### config.mk
export PLATFORM = sky130hd
export DESIGN_NAME = load_store_unit
export DESIGN_NICKNAME = d
export VERILOG_FILES = /design/src/rtl/load_store_unit.sv
export SDC_FILE = /design/constraint.sdc
export NUM_CORES = 1
export LEC_CHECK = 0
export CORE_AREA = 2 2 185 187
export CTS_CLUSTER_SIZE = 10
export DETAILED_ROUTE_END_ITERATION = 16
export DIE_AREA = 0 0 187 189
export PLACE_DENSITY = 0.69
export SYNTH_ARGS = -nofsm -noshare
export SYNTH_HDL_FRONTEND = slang
export SYNTH_SLANG_ARGS = --single-unit
### constraint.sdc
create_clock -name clk -period 2.4 [get_ports clk]
set_input_delay 0.48 -clock clk [delete_from_list [all_inputs] [get_ports clk]]
set_output_delay 0.48 -clock clk [all_outputs]
set_load 0.005 [all_outputs]
### src/rtl/load_store_unit.sv
// Sized RV64 load/store engine in front of a doubleword-wide data memory.
// Loads are extended from the low 1/2/4/8 bytes of the read doubleword;
// sub-doubleword stores merge into the read doubleword before one write.
module load_store_unit #(
    parameter int unsigned MEM_BYTES = 64
) (
    input  logic        clk,
    input  logic        reset_n,
    input  logic        req_valid,
    input  logic        ls_read,
    input  logic        ls_write,
    input  logic [2:0]  funct3,
    input  logic [63:0] addr,
    input  logic [63:0] store_data,
    output logic        req_ready,
    output logic        stall,
    output logic        resp_valid,
    output logic [63:0] load_data,
    output logic        fault,
    output logic [63:0] Mem_Addr,
    output logic [63:0] Write_Data,
    output logic        MemRead,
    output logic        MemWrite,
    input  logic [63:0] Read_Data
);

    localparam int unsigned XLEN = 64;
    localparam logic [XLEN-1:0] MAX_ADDR = XLEN'(MEM_BYTES - 8);

    typedef enum logic [2:0] {
        S_IDLE     = 3'd0,
        S_LOAD     = 3'd1,
        S_RMW_READ = 3'd2,
        S_WRITE    = 3'd3,
        S_RESP     = 3'd4
    } state_t;

    state_t            state_q, state_d;
    logic [XLEN-1:0]   addr_q, addr_d;
    logic [2:0]        funct3_q, funct3_d;
    logic [XLEN-1:0]   wdata_q, wdata_d;
    logic              req_fault_q, req_fault_d;
    logic [XLEN-1:0]   load_data_q, load_data_d;
    logic              fault_q, fault_d;
    logic              resp_valid_q, resp_valid_d;
    logic [XLEN-1:0]   mem_addr_q, mem_addr_d;
    logic [XLEN-1:0]   write_data_q, write_data_d;
    logic              mem_read_q, mem_read_d;
    logic              mem_write_q, mem_write_d;

    logic              accept_c;
    logic              req_fault_c;

    // Extend the low 1/2/4/8 bytes of a read doubleword; bit 2 of funct3 selects zero-extension.
    function automatic logic [XLEN-1:0] extend(input logic [XLEN-1:0] rd, input logic [2:0] f3);
        logic [XLEN-1:0] res;
        case (f3[1:0])
            2'd0:    res = f3[2] ? {56'd0, rd[7:0]}  : {{56{rd[7]}},  rd[7:0]};
            2'd1:    res = f3[2] ? {48'd0, rd[15:0]} : {{48{rd[15]}}, rd[15:0]};
            2'd2:    res = f3[2] ? {32'd0, rd[31:0]} : {{32{rd[31]}}, rd[31:0]};
            default: res = rd;
        endcase
        return res;
    endfunction

    // Replace the low 1/2/4 bytes of the read doubleword with store data.
    function automatic logic [XLEN-1:0] merge(input logic [XLEN-1:0] rd, input logic [XLEN-1:0] sd,
                                              input logic [1:0] sz);
        logic [XLEN-1:0] res;
        case (sz)
            2'd0:    res = {rd[63:8],  sd[7:0]};
            2'd1:    res = {rd[63:16], sd[15:0]};
            2'd2:    res = {rd[63:32], sd[31:0]};
            default: res = sd;
        endcase
        return res;
    endfunction

    // Request acceptance and fault classification.
    always_comb begin
        accept_c    = (state_q == S_IDLE) && req_valid && (ls_read || ls_write);
        req_fault_c = (ls_read && ls_write)
                   || (ls_read && (funct3 == 3'b111))
                   || (ls_write && funct3[2])
                   || (addr > MAX_ADDR);
    end

    // Next-state, datapath and registered-output computation.
    always_comb begin
        state_d     = state_q;
        addr_d      = addr_q;
        funct3_d    = funct3_q;
        wdata_d     = wdata_q;
        req_fault_d = req_fault_q;
        load_data_d = load_data_q;

        case (state_q)
            S_IDLE: begin
                if (accept_c) begin
                    addr_d      = addr;
                    funct3_d    = funct3;
                    wdata_d     = store_data;
                    req_fault_d = req_fault_c;
                    if (req_fault_c) begin
                        state_d = S_RESP;
                    end else if (ls_read) begin
                        state_d = S_LOAD;
                    end else if (funct3[1:0] == 2'd3) begin
                        state_d = S_WRITE;
                    end else begin
                        state_d = S_RMW_READ;
                    end
                end
            end
            S_LOAD: begin
                load_data_d = extend(Read_Data, funct3_q);
                state_d     = S_RESP;
            end
            S_RMW_READ: begin
                wdata_d = merge(Read_Data, wdata_q, funct3_q[1:0]);
                state_d = S_WRITE;
            end
            S_WRITE: begin
                state_d = S_RESP;
            end
            S_RESP: begin
                state_d = S_IDLE;
            end
            default: begin
                state_d = S_IDLE;
            end
        endcase

        resp_valid_d = (state_d == S_RESP);
        fault_d      = (state_d == S_RESP) && req_fault_d;
        mem_read_d   = (state_d == S_LOAD) || (state_d == S_RMW_READ);
        mem_write_d  = (state_d == S_WRITE);
        mem_addr_d   = (mem_read_d || mem_write_d) ? addr_d : mem_addr_q;
        write_data_d = mem_write_d ? wdata_d : write_data_q;
    end

    // State and output registers; reset clears everything immediately.
    always_ff @(posedge clk or negedge reset_n) begin
        if (!reset_n) begin
            state_q      <= S_IDLE;
            addr_q       <= '0;
            funct3_q     <= '0;
            wdata_q      <= '0;
            req_fault_q  <= 1'b0;
            load_data_q  <= '0;
            fault_q      <= 1'b0;
            resp_valid_q <= 1'b0;
            mem_addr_q   <= '0;
            write_data_q <= '0;
            mem_read_q   <= 1'b0;
            mem_write_q  <= 1'b0;
        end else begin
            state_q      <= state_d;
            addr_q       <= addr_d;
            funct3_q     <= funct3_d;
            wdata_q      <= wdata_d;
            req_fault_q  <= req_fault_d;
            load_data_q  <= load_data_d;
            fault_q      <= fault_d;
            resp_valid_q <= resp_valid_d;
            mem_addr_q   <= mem_addr_d;
            write_data_q <= write_data_d;
            mem_read_q   <= mem_read_d;
            mem_write_q  <= mem_write_d;
        end
    end

    // Port drive; stall must see an incoming request in the same cycle.
    always_comb begin
        req_ready  = (state_q == S_IDLE);
        stall      = (state_q == S_LOAD) || (state_q == S_RMW_READ) || (state_q == S_WRITE) || accept_c;
        resp_valid = resp_valid_q;
        load_data  = load_data_q;
        fault      = fault_q;
        Mem_Addr   = mem_addr_q;
        Write_Data = write_data_q;
        MemRead    = mem_read_q;
        MemWrite   = mem_write_q;
    end

endmodule

Word level (Yosys, flattened, before mapping). Cells that the tools add are included.

Order comparisons: 1. Equality and inequality tests: 11. Mux-type cells: 16. Reduce and logical (&&, ||, !) cells: 19.

Operators by type and width (count): two-way mux 64 bit (6); case mux 64 bit (3 select lines) (2); case mux 64 bit (2 select lines) (1); > comparator 64 x 6 -> 1 bit (second input constant) (1); == test 3 x 2 -> 1 bit (second input constant) (4); logical OR 1 bit (9); case mux 3 bit (3 select lines) (1); == test 3 x 1 -> 1 bit (second input constant) (2); == test 3 bit (second input constant) (2); logical AND 1 bit (6); two-way mux 3 bit (2); == test 2 bit (second input constant) (2); zero test 3 bit (1); two-way mux 1 bit (3); == test 2 x 1 -> 1 bit (second input constant) (1); zero test 2 bit (1); two-way mux 2 bit (1); AND reduction 2 bit (1); OR reduction 2 bit (1).

Bits in registers: 331. Input port bits: 200. Output and inout bits: 198. Logic and storage cells: 59.

Longest topological paths before layout.
Word-level depth: 11. Mapped depth: 9.

Least setup slack after synthesis. No wires, ideal clock.

Path type: input -> register. Start point: in addr[63]. End point: reg mem_addr_q[10], in the netlist Mem_Addr[10]. Arrival time: 2.279 ns. Data required time: 2.275 ns. Setup slack: -0.003 ns. Stages on the path: 6. Path through: nor4_1 > nand3_1 > or4_1 > o21ai_4 > buf_6 > mux2_2.

Longest elaborated chain between the ends: 8. Elaborated cells between the ends (all ways): 10.

RTL lines: start: declaration (line 13) `input logic [63:0] addr,`; > comparator 64 x 6 -> 1 bit * (line 85) `|| (addr > MAX_ADDR);`; logical OR 1 bit * (line 85); two-way mux 3 bit * (line 104) `if (req_fault_c) begin`; two-way mux 3 bit * (line 99) `if (accept_c) begin`; case mux 3 bit (3 select lines) * (line 97) `case (state_q)`; == test 3 x 1 -> 1 bit / == test 3 x 2 -> 1 bit (equally long branches) (line 136) `mem_read_d = (state_d == S_LOAD) || (state_d == S_RMW_READ);`; logical OR 1 bit (line 136); logical OR 1 bit * (line 138) `mem_addr_d = (mem_read_d || mem_write_d) ? addr_d : mem_addr_q;`; end signal: assignment (line 166) `mem_addr_q <= mem_addr_d;`; end: declaration (line 46) `logic [XLEN-1:0] mem_addr_q, mem_addr_d;`.

Mark *: on every way between the ends. The rest lies on a longest branch, timed or not. A chain may end at the register's enable or synchronous reset.

Final worst setup path.
Start point: in addr[21]. End point: reg mem_addr_q[57], in the netlist Mem_Addr[57].

Same word-level chain as after synthesis.

==> flow_metrics.tcl <==
set metrics [dict create \
    grt_pass1_wl_um 63900 \
    ys_types 41 \
    final_common_cell "clkdlybuf4s50_1" \
    numPortBuffers 397 \
    slowest_stage "or3_4" \
    fin_skew_ps 9.81 \
    numCtsBuffers 39 \
    slew_viol_final 0 \
    grt_pass1_vias 11298 \
    grt_overflow 0 \
    vias 10749 \
    h-tree-depth 2 \
    tightest_slew_ps 826 \
    min_period_over_period_pct 98.3 \
    worstPathArrival_ps 2750 \
    synth_fp_nets 1343 \
    clkLatencyLatePin_ps 510 \
    wl_um 41500 \
    place.gp.congestion 0.825 \
    leakage_nw 9.39 \
    pin_count 398 \
    initial_core_util_pct 39.5 \
    end_kind "flip-flop" \
    status "finished, final reports clean" \
    min_period_ps 2360 \
    hold_class "primary input to flip-flop" \
    dr.pass1.iters 6 \
    synth_edf_count 0 \
    p_per_area_nw_per_um2 643 \
    crit_chain "clkdlybuf4s15_1, nor4_2, buf_4, nand4_1, or3_4, o21ai_4, buf_8, clkbuf_16, mux2_2" \
    required_ps 2790 \
    path_max_fanout 4 \
    finalNetCount 1830 \
    fin_cells 2086 \
    peakVddDrop_uv 470 \
    synth_area_um2 13100 \
    ys_warn_count 0 \
    num_rows 67 \
    startpoint_type "primary input" \
    die_area_um2 35300 \
    hold_viol 0 \
    ys_seq_area_share_pct 63.0 \
    cts_tree "done" \
    grt_util_all_layers_pct 22.9 \
    cts_root_buf "clkbuf_16" \
    clk_pin_slew_worst_paths_ps 50 \
    synth_ff_type "dfrtp_1" \
    clock_sinks 331 \
    ff2ff_setup_slack_ps 90 \
    drv_cap 0 \
    final_core_utilization_pct 60.1 \
    drt_iter0_drc 540 \
    fin_tns_setup_ps 0 \
    syn_avg_cell_area_um2 11.5 \
    coreArea_um2 33300 \
    antenna_found_initial 1 \
    drcViolationCount 0 \
    dp_cells 2019 \
    syn_inst 1143 \
    worstSetupPathType "primary input to flip-flop" \
    max_freq_mhz 424 \
    max_stage_delay_ps 480 \
    die_w_um 187 \
    viasPerCell 5.15 \
    yosys_register_bits 331 \
    async_flop_share_pct 100 \
    slew_headroom_pct 44.6 \
    ant_nets 0 \
    clockBufferDepth 3 \
    whs_ps 259 \
    final_cell_mix "clkdlybuf4s50_1 (340), dfrtp_1 (331), nand2_1 (247), mux2_2 (119), a21oi_1 (103)" \
    die_h_um 189 \
    setup_viol 0 \
    dpl.hpwl_um 28000 \
    area_growth_pct 52.2 \
    wl_per_cell_um 19.9 \
    drive_gt1_share_pct 19.7 \
    grt_max_degree 85 \
]
-- routing by layer --
| metal | part of all wire, % | up-vias | track usage [%] |
|---|---|---|---|
| met1 | 41 | 5333 | 29.3 |
| met3 | 5.8 | 100 | 4.71 |
| met4 | 3.9 | 0 | 9.37 |
| met5 | 0 | - | 0 |
| li1 | - | 4929 | - |
| met2 | 49 | 387 | 38.0 |
-- repair_timing --
item,CTS,global route
buffers inserted,7,3
hold buffers,1,0
cloned,6,3
endpoints found under the hold margin,4,0
resized for setup,40,64
setup endpoints to repair,134,129
pin swaps,12,21
-- synthesized netlist by cell type (12+ instances only) --
| cell | instances | area share (%) |
|---|---|---|
| nand2_1 | 248 | 7.1 |
| dfrtp_1 | 331 | 63 |
| clkbuf_1 | 53 | 1.5 |
| mux2i_1 | 12 | 0.91 |
| a22oi_1 | 43 | 2.5 |
| nor4_1 | 15 | 0.71 |
| mux2_2 | 125 | 11 |
| o2bb2ai_1 | 27 | 1.8 |
| inv_1 | 22 | 0.63 |
| nor2_1 | 66 | 1.9 |
| a21oi_1 | 103 | 3.9 |
-- registers in the layout (all words and copies together) (netlist names) --
| name | cells |
|---|---|
| resp_valid | 1 |
| Write_Data | 64 |
| MemWrite | 1 |
| load_data | 64 |
| addr_q | 64 |
| req_fault_q | 1 |
| state_q | 3 |
| funct3_q | 3 |
| wdata_q | 64 |
| Mem_Addr | 64 |
| fault | 1 |
| MemRead | 1 |
-- kinds of logic (layout without fill, tap and decap cells) --
group | count (synthesis) | count (layout) | share of synthesized area [%]
flip-flops | 331 | 331 | 63.0
other | 0 | 1 | 0
buffers and inverters | 96 | 590 | 3.18
AND/OR/NAND/NOR | 362 | 362 | 11.2
AO/OA/AOI/OAI | 215 | 215 | 10.8
multiplexers | 139 | 139 | 11.8
-- report_power, final --
| part | switching, mW | internal, mW |
|---|---|---|
| sequential | 0.118 | 5.96 |
| combinational | 0.895 | 0.760 |
| clock | 2.11 | 3.03 |
-- metrics by stage --
| stage | setup WS [ps] | instance area (um2) | total power [mW] |
|---|---|---|---|
| 6_report | 41.7 | 20000 | 12.9 |
| 3_3_place_gp | -789 | 18400 | 7.78 |
| 2_1_floorplan | 24.0 | 13100 | 6.88 |
| 3_5_place_dp | -802 | 18400 | 7.82 |
| 5_1_grt | -6.21 | 20000 | 13.4 |
| 4_1_cts | -122 | 19700 | 13.0 |
-- final timing paths --
| check | startpoint | endpoint | depth (start not counted) |
|---|---|---|---|
| setup / recovery | addr[21] | Mem_Addr[57]$_DFFE_PN0P_ | 9 |
| hold / removal | addr[60] | addr_q[60]$_DFF_PN0_ | 3 |
| setup reg to reg | state_q[2]$_DFF_PN0_ | Mem_Addr[57]$_DFFE_PN0P_ | 7 |
| hold reg to reg | addr_q[20]$_DFF_PN0_ | addr_q[20]$_DFF_PN0_ | 2 |
| max in group asynchronous | reset_n | addr_q[63]$_DFF_PN0_ | 3 |
| min in group asynchronous | reset_n | addr_q[19]$_DFF_PN0_ | 2 |
-- critical path, delay by kind of cell --
family | cells | cell delay (ps)
compound gates | 1 | 220
buf+inv | 4 | 710
mux | 1 | 330
simple gates | 3 | 1000
-- final cells by class --
class | instances | area, um2
Fill cell | 2681 | 13300
Sequential cell | 331 | 8280
Timing Repair Buffer | 520 | 5370
Multi-Input combinational cell | 716 | 4650
Clock buffer | 47 | 1050
Tap cell | 448 | 561
Inverter | 22 | 82.6
Clock inverter | 1 | 5.00
Antenna cell | 1 | 2.50
Note: power is estimated with default switching activity, not from simulation.
